[config.mk]
export PLATFORM = sky130hd
export DESIGN_NAME = beta_shift_ctrl
export DESIGN_NICKNAME = d
export VERILOG_FILES = /design/src/rtl/beta_pkg.sv /design/src/rtl/beta_rr_arb2.sv /design/src/rtl/beta_shift_ctrl.sv
export SDC_FILE = /design/constraint.sdc
export NUM_CORES = 1
export LEC_CHECK = 0
export CAP_MARGIN = 20
export CORE_MARGIN = 2
export CORE_UTILIZATION = 40
export DETAILED_ROUTE_END_ITERATION = 8
export PLACE_DENSITY = 0.78
export SETUP_SLACK_MARGIN = 0.3
export SLEW_MARGIN = 40
export SYNTH_ARGS = -nofsm -noshare
export SYNTH_HDL_FRONTEND = slang
export SYNTH_SLANG_ARGS = --single-unit
[constraint.sdc]
create_clock -name clk_i -period 5.1 [get_ports clk_i]
set_input_delay 1.02 -clock clk_i [delete_from_list [all_inputs] [get_ports clk_i]]
set_output_delay 1.02 -clock clk_i [all_outputs]
set_load 0.02 [all_outputs]
[src/rtl/beta_pkg.sv]
`default_nettype none
// ============================================================================
//  Module   : beta_pkg
//  Purpose  : Shared widths, shift-mode encodings and controller state type
//             for the iterative shifter sequencing controller.
//  Revision : 1.0  initial release
// ============================================================================
package beta_pkg;

   // Datapath width of the core
   localparam int XLEN        = 32;

   // Number of requesters competing for the shifter
   localparam int SHCTRL_NREQ = 2;

   // Field widths of a shift request
   localparam int SHAMT_W     = 5;
   localparam int MODE_W      = 2;

   // Shift-mode encodings; the fourth code point is reserved and illegal
   localparam logic [MODE_W-1:0] SHIFT_LEFT    = 2'b00;
   localparam logic [MODE_W-1:0] SHIFT_RIGHT   = 2'b01;
   localparam logic [MODE_W-1:0] SHIFT_ARIGHT  = 2'b10;
   localparam logic [MODE_W-1:0] SHIFT_ILLEGAL = 2'b11;

   // Controller sequencing states
   typedef enum logic [1:0] {
      SHCTRL_IDLE    = 2'd0,
      SHCTRL_SHIFT   = 2'd1,
      SHCTRL_CAPTURE = 2'd2,
      SHCTRL_RESP    = 2'd3
   } shctrl_state_t;

   // A request skips the shifter when there is nothing to shift or the
   // mode cannot be executed; the operand is returned unchanged.
   function automatic logic shctrl_is_bypass(input logic [SHAMT_W-1:0] shamt,
                                             input logic [MODE_W-1:0]  mode);
      return (shamt == '0) || (mode == SHIFT_ILLEGAL);
   endfunction

   // Requester id to one-hot channel vector
   function automatic logic [SHCTRL_NREQ-1:0] shctrl_onehot(input logic id);
      return id ? 2'b10 : 2'b01;
   endfunction

endpackage : beta_pkg
`default_nettype wire

[src/rtl/beta_rr_arb2.sv]
`default_nettype none
// ============================================================================
//  Module   : beta_rr_arb2
//  Purpose  : Two-way round-robin arbiter. A lone valid requester is granted
//             outright; on contention the priority pointer decides. The
//             pointer moves past the served requester on each advance strobe.
//  Revision : 1.0  initial release
// ============================================================================
module beta_rr_arb2
   import beta_pkg::*;
(
   input  logic                   clk_i,
   input  logic                   rst_i,
   input  logic [SHCTRL_NREQ-1:0] valid_i,
   input  logic                   advance_i,
   output logic [SHCTRL_NREQ-1:0] grant_o
);

   // Priority pointer: id of the requester that wins a tie
   logic ptr_q;
   logic ptr_d;

   // One-hot grant from the valid vector and the tie-break pointer
   always_comb begin
      grant_o = '0;
      case (valid_i)
         2'b01:   grant_o = 2'b01;
         2'b10:   grant_o = 2'b10;
         2'b11:   grant_o = ptr_q ? 2'b10 : 2'b01;
         default: grant_o = '0;
      endcase
   end

   // After a served grant, priority passes to the requester not served
   always_comb begin
      ptr_d = ptr_q;
      if (advance_i) begin
         ptr_d = ~grant_o[1];
      end
   end

   // Pointer register, requester 0 favoured out of reset
   always_ff @(posedge clk_i) begin
      if (rst_i) begin
         ptr_q <= 1'b0;
      end else begin
         ptr_q <= ptr_d;
      end
   end

endmodule : beta_rr_arb2
`default_nettype wire

[src/rtl/beta_shift_ctrl.sv]
`default_nettype none
// ============================================================================
//  Module   : beta_shift_ctrl
//  Purpose  : Arbitrates two requesters onto the one-bit-per-cycle shifter,
//             runs it for exactly shamt enabled cycles, captures the result
//             and returns it on the owner's response channel. Zero-amount and
//             illegal-mode requests bypass the shifter.
//  Revision : 1.0  initial release
// ============================================================================
module beta_shift_ctrl
   import beta_pkg::*;
(
   input  logic                   clk_i,
   input  logic                   rst_i,
   // request channels
   input  logic [SHCTRL_NREQ-1:0] req_valid_i,
   output logic [SHCTRL_NREQ-1:0] req_ready_o,
   input  logic [XLEN-1:0]        req0_opa_i,
   input  logic [XLEN-1:0]        req1_opa_i,
   input  logic [SHAMT_W-1:0]     req0_shamt_i,
   input  logic [SHAMT_W-1:0]     req1_shamt_i,
   input  logic [MODE_W-1:0]      req0_mode_i,
   input  logic [MODE_W-1:0]      req1_mode_i,
   // response channels (result and err shared)
   output logic [SHCTRL_NREQ-1:0] resp_valid_o,
   input  logic [SHCTRL_NREQ-1:0] resp_ready_i,
   output logic [XLEN-1:0]        resp_result_o,
   output logic                   resp_err_o,
   // shifter control
   output logic                   shu_en_o,
   output logic [MODE_W-1:0]      shu_mode_o,
   output logic [XLEN-1:0]        shu_opa_o,
   output logic [SHAMT_W-1:0]     shu_shamt_o,
   input  logic [XLEN-1:0]        shu_result_i,
   // status
   output logic                   busy_o
);

   // ------------------------------------------------------------------
   // State and latched request
   // ------------------------------------------------------------------
   shctrl_state_t          state_q;
   logic [XLEN-1:0]        opa_q;
   logic [SHAMT_W-1:0]     shamt_q;
   logic [MODE_W-1:0]      mode_q;
   logic                   owner_q;
   logic                   bypass_q;
   logic [SHAMT_W-1:0]     cnt_q;
   logic [XLEN-1:0]        result_q;
   logic                   err_q;
   logic                   shu_en_q;
   logic [SHCTRL_NREQ-1:0] resp_valid_q;
   logic                   busy_q;

   // ------------------------------------------------------------------
   // Request selection
   // ------------------------------------------------------------------
   logic [SHCTRL_NREQ-1:0] arb_grant;
   logic [SHCTRL_NREQ-1:0] req_hs;
   logic                   accept;
   logic                   sel_id;
   logic [XLEN-1:0]        sel_opa;
   logic [SHAMT_W-1:0]     sel_shamt;
   logic [MODE_W-1:0]      sel_mode;
   logic                   sel_bypass;

   beta_rr_arb2 u_arb (
      .clk_i     (clk_i),
      .rst_i     (rst_i),
      .valid_i   (req_valid_i),
      .advance_i (accept),
      .grant_o   (arb_grant)
   );

   // Ready is offered only to the granted requester, only while idle, and
   // never in a reset cycle so a request cannot slip in as state is cleared.
   assign req_ready_o = ((state_q == SHCTRL_IDLE) && !rst_i) ? arb_grant : '0;
   assign req_hs      = req_valid_i & req_ready_o;
   assign accept      = |req_hs;
   assign sel_id      = arb_grant[1];

   // Operand mux for the granted requester
   always_comb begin
      sel_opa   = req0_opa_i;
      sel_shamt = req0_shamt_i;
      sel_mode  = req0_mode_i;
      if (sel_id) begin
         sel_opa   = req1_opa_i;
         sel_shamt = req1_shamt_i;
         sel_mode  = req1_mode_i;
      end
   end

   assign sel_bypass = shctrl_is_bypass(sel_shamt, sel_mode);

   // ------------------------------------------------------------------
   // Sequencer: accept, shift for shamt cycles, capture, respond.
   // Bypassed requests still spend one cycle in CAPTURE (without sampling
   // the shifter) so the response appears one cycle after acceptance and
   // every request occupies the controller for at least two cycles.
   // ------------------------------------------------------------------
   always_ff @(posedge clk_i) begin
      if (rst_i) begin
         state_q      <= SHCTRL_IDLE;
         opa_q        <= '0;
         shamt_q      <= '0;
         mode_q       <= '0;
         owner_q      <= 1'b0;
         bypass_q     <= 1'b0;
         cnt_q        <= '0;
         result_q     <= '0;
         err_q        <= 1'b0;
         shu_en_q     <= 1'b0;
         resp_valid_q <= '0;
         busy_q       <= 1'b0;
      end else begin
         case (state_q)
            SHCTRL_IDLE: begin
               if (accept) begin
                  opa_q    <= sel_opa;
                  shamt_q  <= sel_shamt;
                  mode_q   <= sel_mode;
                  owner_q  <= sel_id;
                  bypass_q <= sel_bypass;
                  busy_q   <= 1'b1;
                  if (sel_bypass) begin
                     result_q <= sel_opa;
                     err_q    <= (sel_mode == SHIFT_ILLEGAL);
                     cnt_q    <= '0;
                     state_q  <= SHCTRL_CAPTURE;
                  end else begin
                     err_q    <= 1'b0;
                     cnt_q    <= sel_shamt;
                     shu_en_q <= 1'b1;
                     state_q  <= SHCTRL_SHIFT;
                  end
               end
            end

            SHCTRL_SHIFT: begin
               cnt_q <= cnt_q - 5'd1;
               if (cnt_q == 5'd1) begin
                  shu_en_q <= 1'b0;
                  state_q  <= SHCTRL_CAPTURE;
               end
            end

            SHCTRL_CAPTURE: begin
               if (!bypass_q) begin
                  result_q <= shu_result_i;
               end
               resp_valid_q <= shctrl_onehot(owner_q);
               state_q      <= SHCTRL_RESP;
            end

            SHCTRL_RESP: begin
               // only the owner's ready completes the response
               if (resp_ready_i[owner_q]) begin
                  resp_valid_q <= '0;
                  busy_q       <= 1'b0;
                  state_q      <= SHCTRL_IDLE;
               end
            end

            default: begin
               state_q <= SHCTRL_IDLE;
            end
         endcase
      end
   end

   // ------------------------------------------------------------------
   // Outputs, all sourced from registers
   // ------------------------------------------------------------------
   assign shu_en_o      = shu_en_q;
   assign shu_opa_o     = opa_q;
   assign shu_shamt_o   = shamt_q;
   assign shu_mode_o    = mode_q;
   assign resp_valid_o  = resp_valid_q;
   assign resp_result_o = result_q;
   assign resp_err_o    = err_q;
   assign busy_o        = busy_q;

endmodule : beta_shift_ctrl
`default_nettype wire

==> results.py, run 1 <==
metrics = {
    "run_status": {
        "outcome": "complete, no violations",
    },
    "layout": {
        "final_cells": 799,
        "postLayoutCoreUtil_pct": 61.0,
        "antenna_cells": 0,
        "final_area_sq_mm": 0.00661,
        "drive_above_1_share_pct": 4.25,
        "nets": 777,
        "synthToLayoutAreaGrowth_pct": 48.7,
    },
    "setup_path": {
        "cp_common_cell": "clkdlybuf4s50_1",
        "crit_path_end_kind": "output port",
        "reg2reg_depth": 8,
        "required_ns": 4.08,
        "worst_path_max_delay_cell": "clkdlybuf4s50_1",
        "path_max_fanout": 8,
        "crit_path_cell_trace": "clkdlybuf4s50_1 > a21boi_0 > and2_1 > clkdlybuf4s50_1",
        "start_kind": "input port",
        "worstPathArrival_ns": 2.72,
        "critPathKind": "in -> out",
        "cpPeakStageDelay_ns": 0.60,
    },
    "sta": {
        "setup_viol": 0,
        "report.final.slew_viol_count": 0,
        "finalHoldViolations": 0,
        "rsz0062_at_grt": "false",
        "fmax_mhz": 268,
        "worst_slack_ns": 1.36,
        "tns_ns": 0,
        "relSlewSlack_pct": 47.3,
        "post-route-period-util_pct": 73.3,
        "fin_skew_ns": 0.00812,
        "period_minus_slack_ns": 3.74,
        "tightest_slew_ns": 0.790,
    },
    "yosys": {
        "synth.area.top_cells": "dfxtp_1 39%, mux2i_1 16%, nand3b_1 6.9%, a211o_1 6.7%, o21ai_0 5.4%",
        "synth_top_family_by_area": "simple AND/OR/NAND/NOR gates",
        "synth_xor_area_share_pct": 0.394,
        "synth_mux_area_share_pct": 16.4,
        "synthAdderAreaFrac_pct": 1.97,
        "yosysWarningCount": 0,
        "ys_seq_area_share_pct": 38.7,
        "synth.top_cell.area_share_pct": 38.7,
        "async_flop_share_pct": 0,
        "syn_nets": 607,
        "synth-simple-area-share_pct": 20.0,
        "synth_top_cell_by_area": "dfxtp_1",
        "synth_compound_area_share_pct": 16.9,
        "syn_area_sq_mm": 0.00445,
        "synth.distinct_cells": 40,
        "netlist_top_cells_count": "86 x dfxtp_1, 73 x mux2i_1, 48 x o21ai_0",
        "synth_ff_type": "dfxtp_1",
        "synth-edff-count": 0,
        "synth_seq_cells": 86,
        "synthCells": 484,
        "synth.avg_cell_area_sq_um": 9.18,
        "synth_most_common_cell": "dfxtp_1",
    },
    "placed_design": {
        "place_ws_ns": 1.36,
        "dp_cells": 783,
        "io_buffers": 193,
        "dpl-instance-area_sq_mm": 0.00640,
        "dpl.hpwl_um": 8870,
        "gp_congestion": 0.814,
    },
    "clock_tree": {
        "htreeDepth": 3,
        "cts_buffers": 9,
        "cts_hold_buf": 0,
        "path_clk_slew_ns": 0.08,
        "postCtsResizedCells": 0,
        "clock_path_buffers": 2,
        "cts_root_buf": "clkbuf_8",
        "clk_latency_ns": 0.35,
        "clock-sinks": 86,
        "cts_tree": "done",
        "cts_setup_buffers": 0,
    },
    "hold_path": {
        "hold_depth": 2,
        "min_path_type": "reg -> reg",
    },
    "die": {
        "die_w_um": 109,
        "die-area_sq_mm": 0.0120,
        "die_h_um": 109,
        "rows": 38,
        "start_util_pct": 41.0,
        "core_sq_mm": 0.0108,
        "io-pin-count": 194,
    },
    "route": {
        "ant_nets": 0,
        "first_pass_iters": 6,
        "routed_wl_um": 12400,
        "drt-wirelength-per-cell_um": 15.5,
        "drc": 0,
        "routed-via-count": 4179,
        "via_per_inst": 5.23,
        "drt-initial-drc-count": 190,
    },
    "global_route": {
        "grt_pass1_wl_um": 19000,
        "first_global_vias": 4075,
        "grt_start_max_net_pins": 120,
        "track_usage_pct": 20.1,
        "grt_overflow": 0,
        "antenna_found_initial": 0,
    },
    "pwr": {
        "p_leak_uw": 0.00279,
        "ir_drop_mv": 0.210,
        "power_density_mw_per_mm2": 434,
    },
    "run": {
        "cap_viol_max_count": 0,
    },
}
through the flow:
step / hold WS [ns] / total power (uW)
global placement: 0.456 / 2320
global route: 0.502 / 3050
floorplan: 0.444 / 1810
finish: 0.478 / 2870
detailed placement: 0.467 / 2360
CTS: 0.479 / 2900
report_power, final:
| group | internal [uW] | switching [uW] | total (uW) |
|---|---|---|---|
| clock network | 289 | 238 | 527 |
| logic | 641 | 733 | 1370 |
| registers | 859 | 110 | 969 |
| total | 1790 | 1080 | 2870 |
registers in the layout, summed over array words and instances (netlist names):
name and cells:
busy_o 1, bypass_q 1, cnt_q 5, owner_q 1, resp_err_o 1, resp_result_o 32
resp_valid_o 2, shu_en_o 1, shu_mode_o 2, shu_opa_o 32, shu_shamt_o 5, state_q 2
u_arb.ptr_q 1
critical path: cells and delay by family:
| kind | cells | cell delay, ns |
|---|---|---|
| and+or+nand+nor | 1 | 0.19 |
| buffers and inverters | 2 | 1.19 |
| AOI/OAI and AO/OA | 1 | 0.31 |
layout by cell type (no fill, tap or decap), types with 2 or more instances in the layout:
cell,synthesis,final
a21oi_1,9,9
ha_1,7,7
dfxtp_1,86,86
nor2_1,45,45
mux2i_1,73,73
o21ai_0,48,47
nand2_1,18,18
inv_1,12,11
xor2_1,2,2
o211ai_1,3,3
a211o_1,34,34
clkbuf_8,0,10
clkbuf_1,22,2
a221oi_1,2,2
a21o_1,3,3
nand4_1,2,2
clkinv_2,0,2
clkdlybuf4s50_1,0,192
nand3b_1,41,41
bufinv_16,0,2
and2_1,3,3
nand3_1,2,2
buf_4,2,4
o311a_1,2,2
nand2b_1,33,33
nor3_1,6,6
cell type report:
class | instances | area, sq um
multi-input combinational | 347 | 2490
fill | 952 | 4230
clock inverter | 4 | 70.1
clock buffer | 12 | 145
sequential | 86 | 1720
tap | 140 | 175
timing repair buffer | 198 | 1970
inverter | 12 | 45.0
path summary, 6_finish.rpt:
kind / from / to / slack [ns]
setup reg to reg: state_q[0]$_SDFFE_PP0P_ / cnt_q[4]$_SDFFE_PP0P_ / 2.59
setup / recovery: req_valid_i[1] / req_ready_o[0] / 1.36
hold reg to reg: resp_result_o[15]$_SDFFE_PP0P_ / resp_result_o[15]$_SDFFE_PP0P_ / 0.48
hold / removal: resp_result_o[15]$_SDFFE_PP0P_ / resp_result_o[15]$_SDFFE_PP0P_ / 0.48
kinds of logic (layout without fill, tap and decap cells):
kind of cell	count (synthesis)	in the layout
adders and majority gates	7	7
AOI/OAI and AO/OA	108	108
and+or+nand+nor	157	157
buffers and inverters	51	226
muxes	73	73
xor gates and xnor gates	2	2
DFF	86	86
per-layer routing:
layer / GRT usage (%) / routed length, um
met3: 4.86 / 855
met4: 7.78 / 240
met5: 0 / 0
met1: 23.0 / 5180
met2: 35.9 / 6130
Note: power is estimated with default switching activity, not from simulation.
==> run 2, diff against run 1 <==
CORE_UTILIZATION = 38   (was 40)
PLACE_DENSITY = 0.77   (was 0.78)
clock period = 3.35 ns   (was 5.1 ns; I/O delays follow)
==> results.py, run 2 (synthesized netlist as in run 1, its figures left out) <==
metrics = {
    "clock_tree": {
        "cts_buffers": 9,
        "cts_tree": "done",
        "path_clk_slew_ns": 0.06,
        "htreeDepth": 3,
        "cts_root_buf": "clkbuf_16",
        "clock-sinks": 86,
        "clk_latency_ns": 0.33,
        "clock_path_buffers": 2,
        "cts_hold_buf": 0,
    },
    "layout": {
        "n_fill_cell": 999,
        "synthToLayoutAreaGrowth_pct": 51.8,
        "antenna_cells": 0,
        "nets": 779,
        "layout_commonest_cell": "clkdlybuf4s50_1",
        "layout_common_cells": "190 x clkdlybuf4s50_1, 86 x dfxtp_1, 73 x mux2i_1, 47 x o21ai_0, 45 x nor2_1",
        "drive_above_1_share_pct": 4.54,
        "multi_input_area_sq_mm": 0.00249,
        "register_area_sq_mm": 0.00172,
    },
    "global_route": {
        "first_global_vias": 4119,
        "grt_pass1_wl_um": 19900,
        "antenna_found_initial": 0,
        "grt_start_max_net_pins": 120,
        "track_usage_pct": 19.3,
        "grt_overflow": 0,
    },
    "route": {
        "first_pass_iters": 4,
        "drt-wirelength-per-cell_um": 15.5,
        "routed_wl_um": 12400,
        "drt-initial-drc-count": 202,
        "drc": 0,
        "via_per_inst": 5.20,
        "ant_nets": 0,
        "routed-via-count": 4181,
    },
    "sta": {
        "report.final.slew_viol_count": 0,
        "tns_ns": 0,
        "tightest_slew_ns": 0.827,
        "fin_skew_ns": 0.00630,
        "period_minus_slack_ns": 2.87,
        "post-route-period-util_pct": 85.6,
        "setup_viol": 0,
        "finalHoldViolations": 0,
        "whs_ns": 0.465,
        "fmax_mhz": 349,
        "worst_slack_ns": 0.483,
        "relSlewSlack_pct": 44.9,
        "rsz0062_at_grt": "false",
    },
    "pwr": {
        "p_sw_share_pct": 36.6,
        "clkPwrFrac_pct": 21.8,
        "ir_drop_mv": 0.359,
        "p_int_uw": 2920,
        "p_leak_uw": 0.00287,
        "p_total_uw": 4610,
        "power_frac_seq_pct": 32.0,
        "p_comb_share_pct": 46.2,
        "power_density_mw_per_mm2": 683,
        "p_switching_uw": 1690,
    },
    "die": {
        "die_w_um": 112,
        "core_sq_mm": 0.0114,
        "io-pin-count": 194,
        "rows": 39,
        "die_h_um": 112,
        "start_util_pct": 38.9,
        "die-area_sq_mm": 0.0126,
    },
    "setup_path": {
        "worst_path_max_delay_cell": "clkdlybuf4s50_1",
        "critPathKind": "in -> out",
        "required_ns": 2.68,
        "path_max_fanout": 3,
        "cp_common_cell": "clkdlybuf4s50_1",
        "cpPeakStageDelay_ns": 0.60,
        "crit_path_end_kind": "output port",
        "worstPathArrival_ns": 2.20,
        "start_kind": "input port",
        "crit_path_cell_trace": "clkdlybuf4s50_1 > a21boi_0 > and2_1 > clkdlybuf4s50_1",
    },
    "placed_design": {
        "io_buffers": 193,
        "place_ws_ns": 0.359,
        "dpl.hpwl_um": 9000,
        "gp_congestion": 0.857,
    },
    "hold_path": {
        "min_path_type": "reg -> reg",
    },
    "run_status": {
        "outcome": "complete, no violations",
    },
    "run": {
        "cap_viol_max_count": 0,
    },
}
run 2: power groups by stage:
stage | Combinational, uW | Clock, uW | Sequential (uW)
final | 2130 | 1010 | 1480
after global routing | 2290 | 1080 | 1510
after CTS | 2150 | 1030 | 1480
after detailed placement | 2130 | 0 | 1500
after global placement | 2090 | 0 | 1480
after floorplan | 992 | 0 | 1770
run 2: layout make-up:
class                      count  area share (%)
multi-input combinational    347            36.9
timing repair buffer         200            29.8
sequential                    86            25.5
clock buffer                  13            3.86
tap                          143            2.65
inverter                      12           0.667
clock inverter                 3           0.630
run 2: layer usage:
layer  up-vias  GRT usage, %  routed length, um
li1       2058             -                  -
met1      1952          23.0               5290
met2       151          32.7               5970
met3        20          5.45                935
met4         0          8.05                250
met5         -             0                  0
run 2: final timing paths:
path	from	endpoint	slack, ns	cells after the start
worst min-delay path	busy_o$_SDFFE_PP0P_	busy_o$_SDFFE_PP0P_	0.46	2
worst max-delay path	req_valid_i[1]	req_ready_o[0]	0.48	4
worst min register to register	busy_o$_SDFFE_PP0P_	busy_o$_SDFFE_PP0P_	0.46	2
worst max register to register	state_q[0]$_SDFFE_PP0P_	cnt_q[3]$_SDFFE_PP0P_	0.82	8
run 2: worst max-delay path, delay by kind of cell:
kind            cells  cell delay [ns]
compound gates      1             0.24
buf+inv             2             1.10
simple gates        1             0.18
run 2: metrics by stage:
stage | util [%] | instances | cell area (sq um)
after global placement | 56.4 | 788 | 6440
after CTS | 59.1 | 804 | 6740
after global routing | 59.1 | 804 | 6750
after floorplan | - | 484 | 4450
after detailed placement | 56.4 | 788 | 6440
final | 59.1 | 804 | 6750
run 2: repair_timing:
item	in CTS	in global routing
endpoints found under the setup margin	0	2
setup buffers	0	0
gates resized for setup	0	2
==> run 3, diff against run 2 <==
CAP_MARGIN = not set   (was 20)
HOLD_SLACK_MARGIN = 0.03   (was not set)
==> results of run 3 <==
No change in the layout: final DEF, timing and power equal those of run 2.
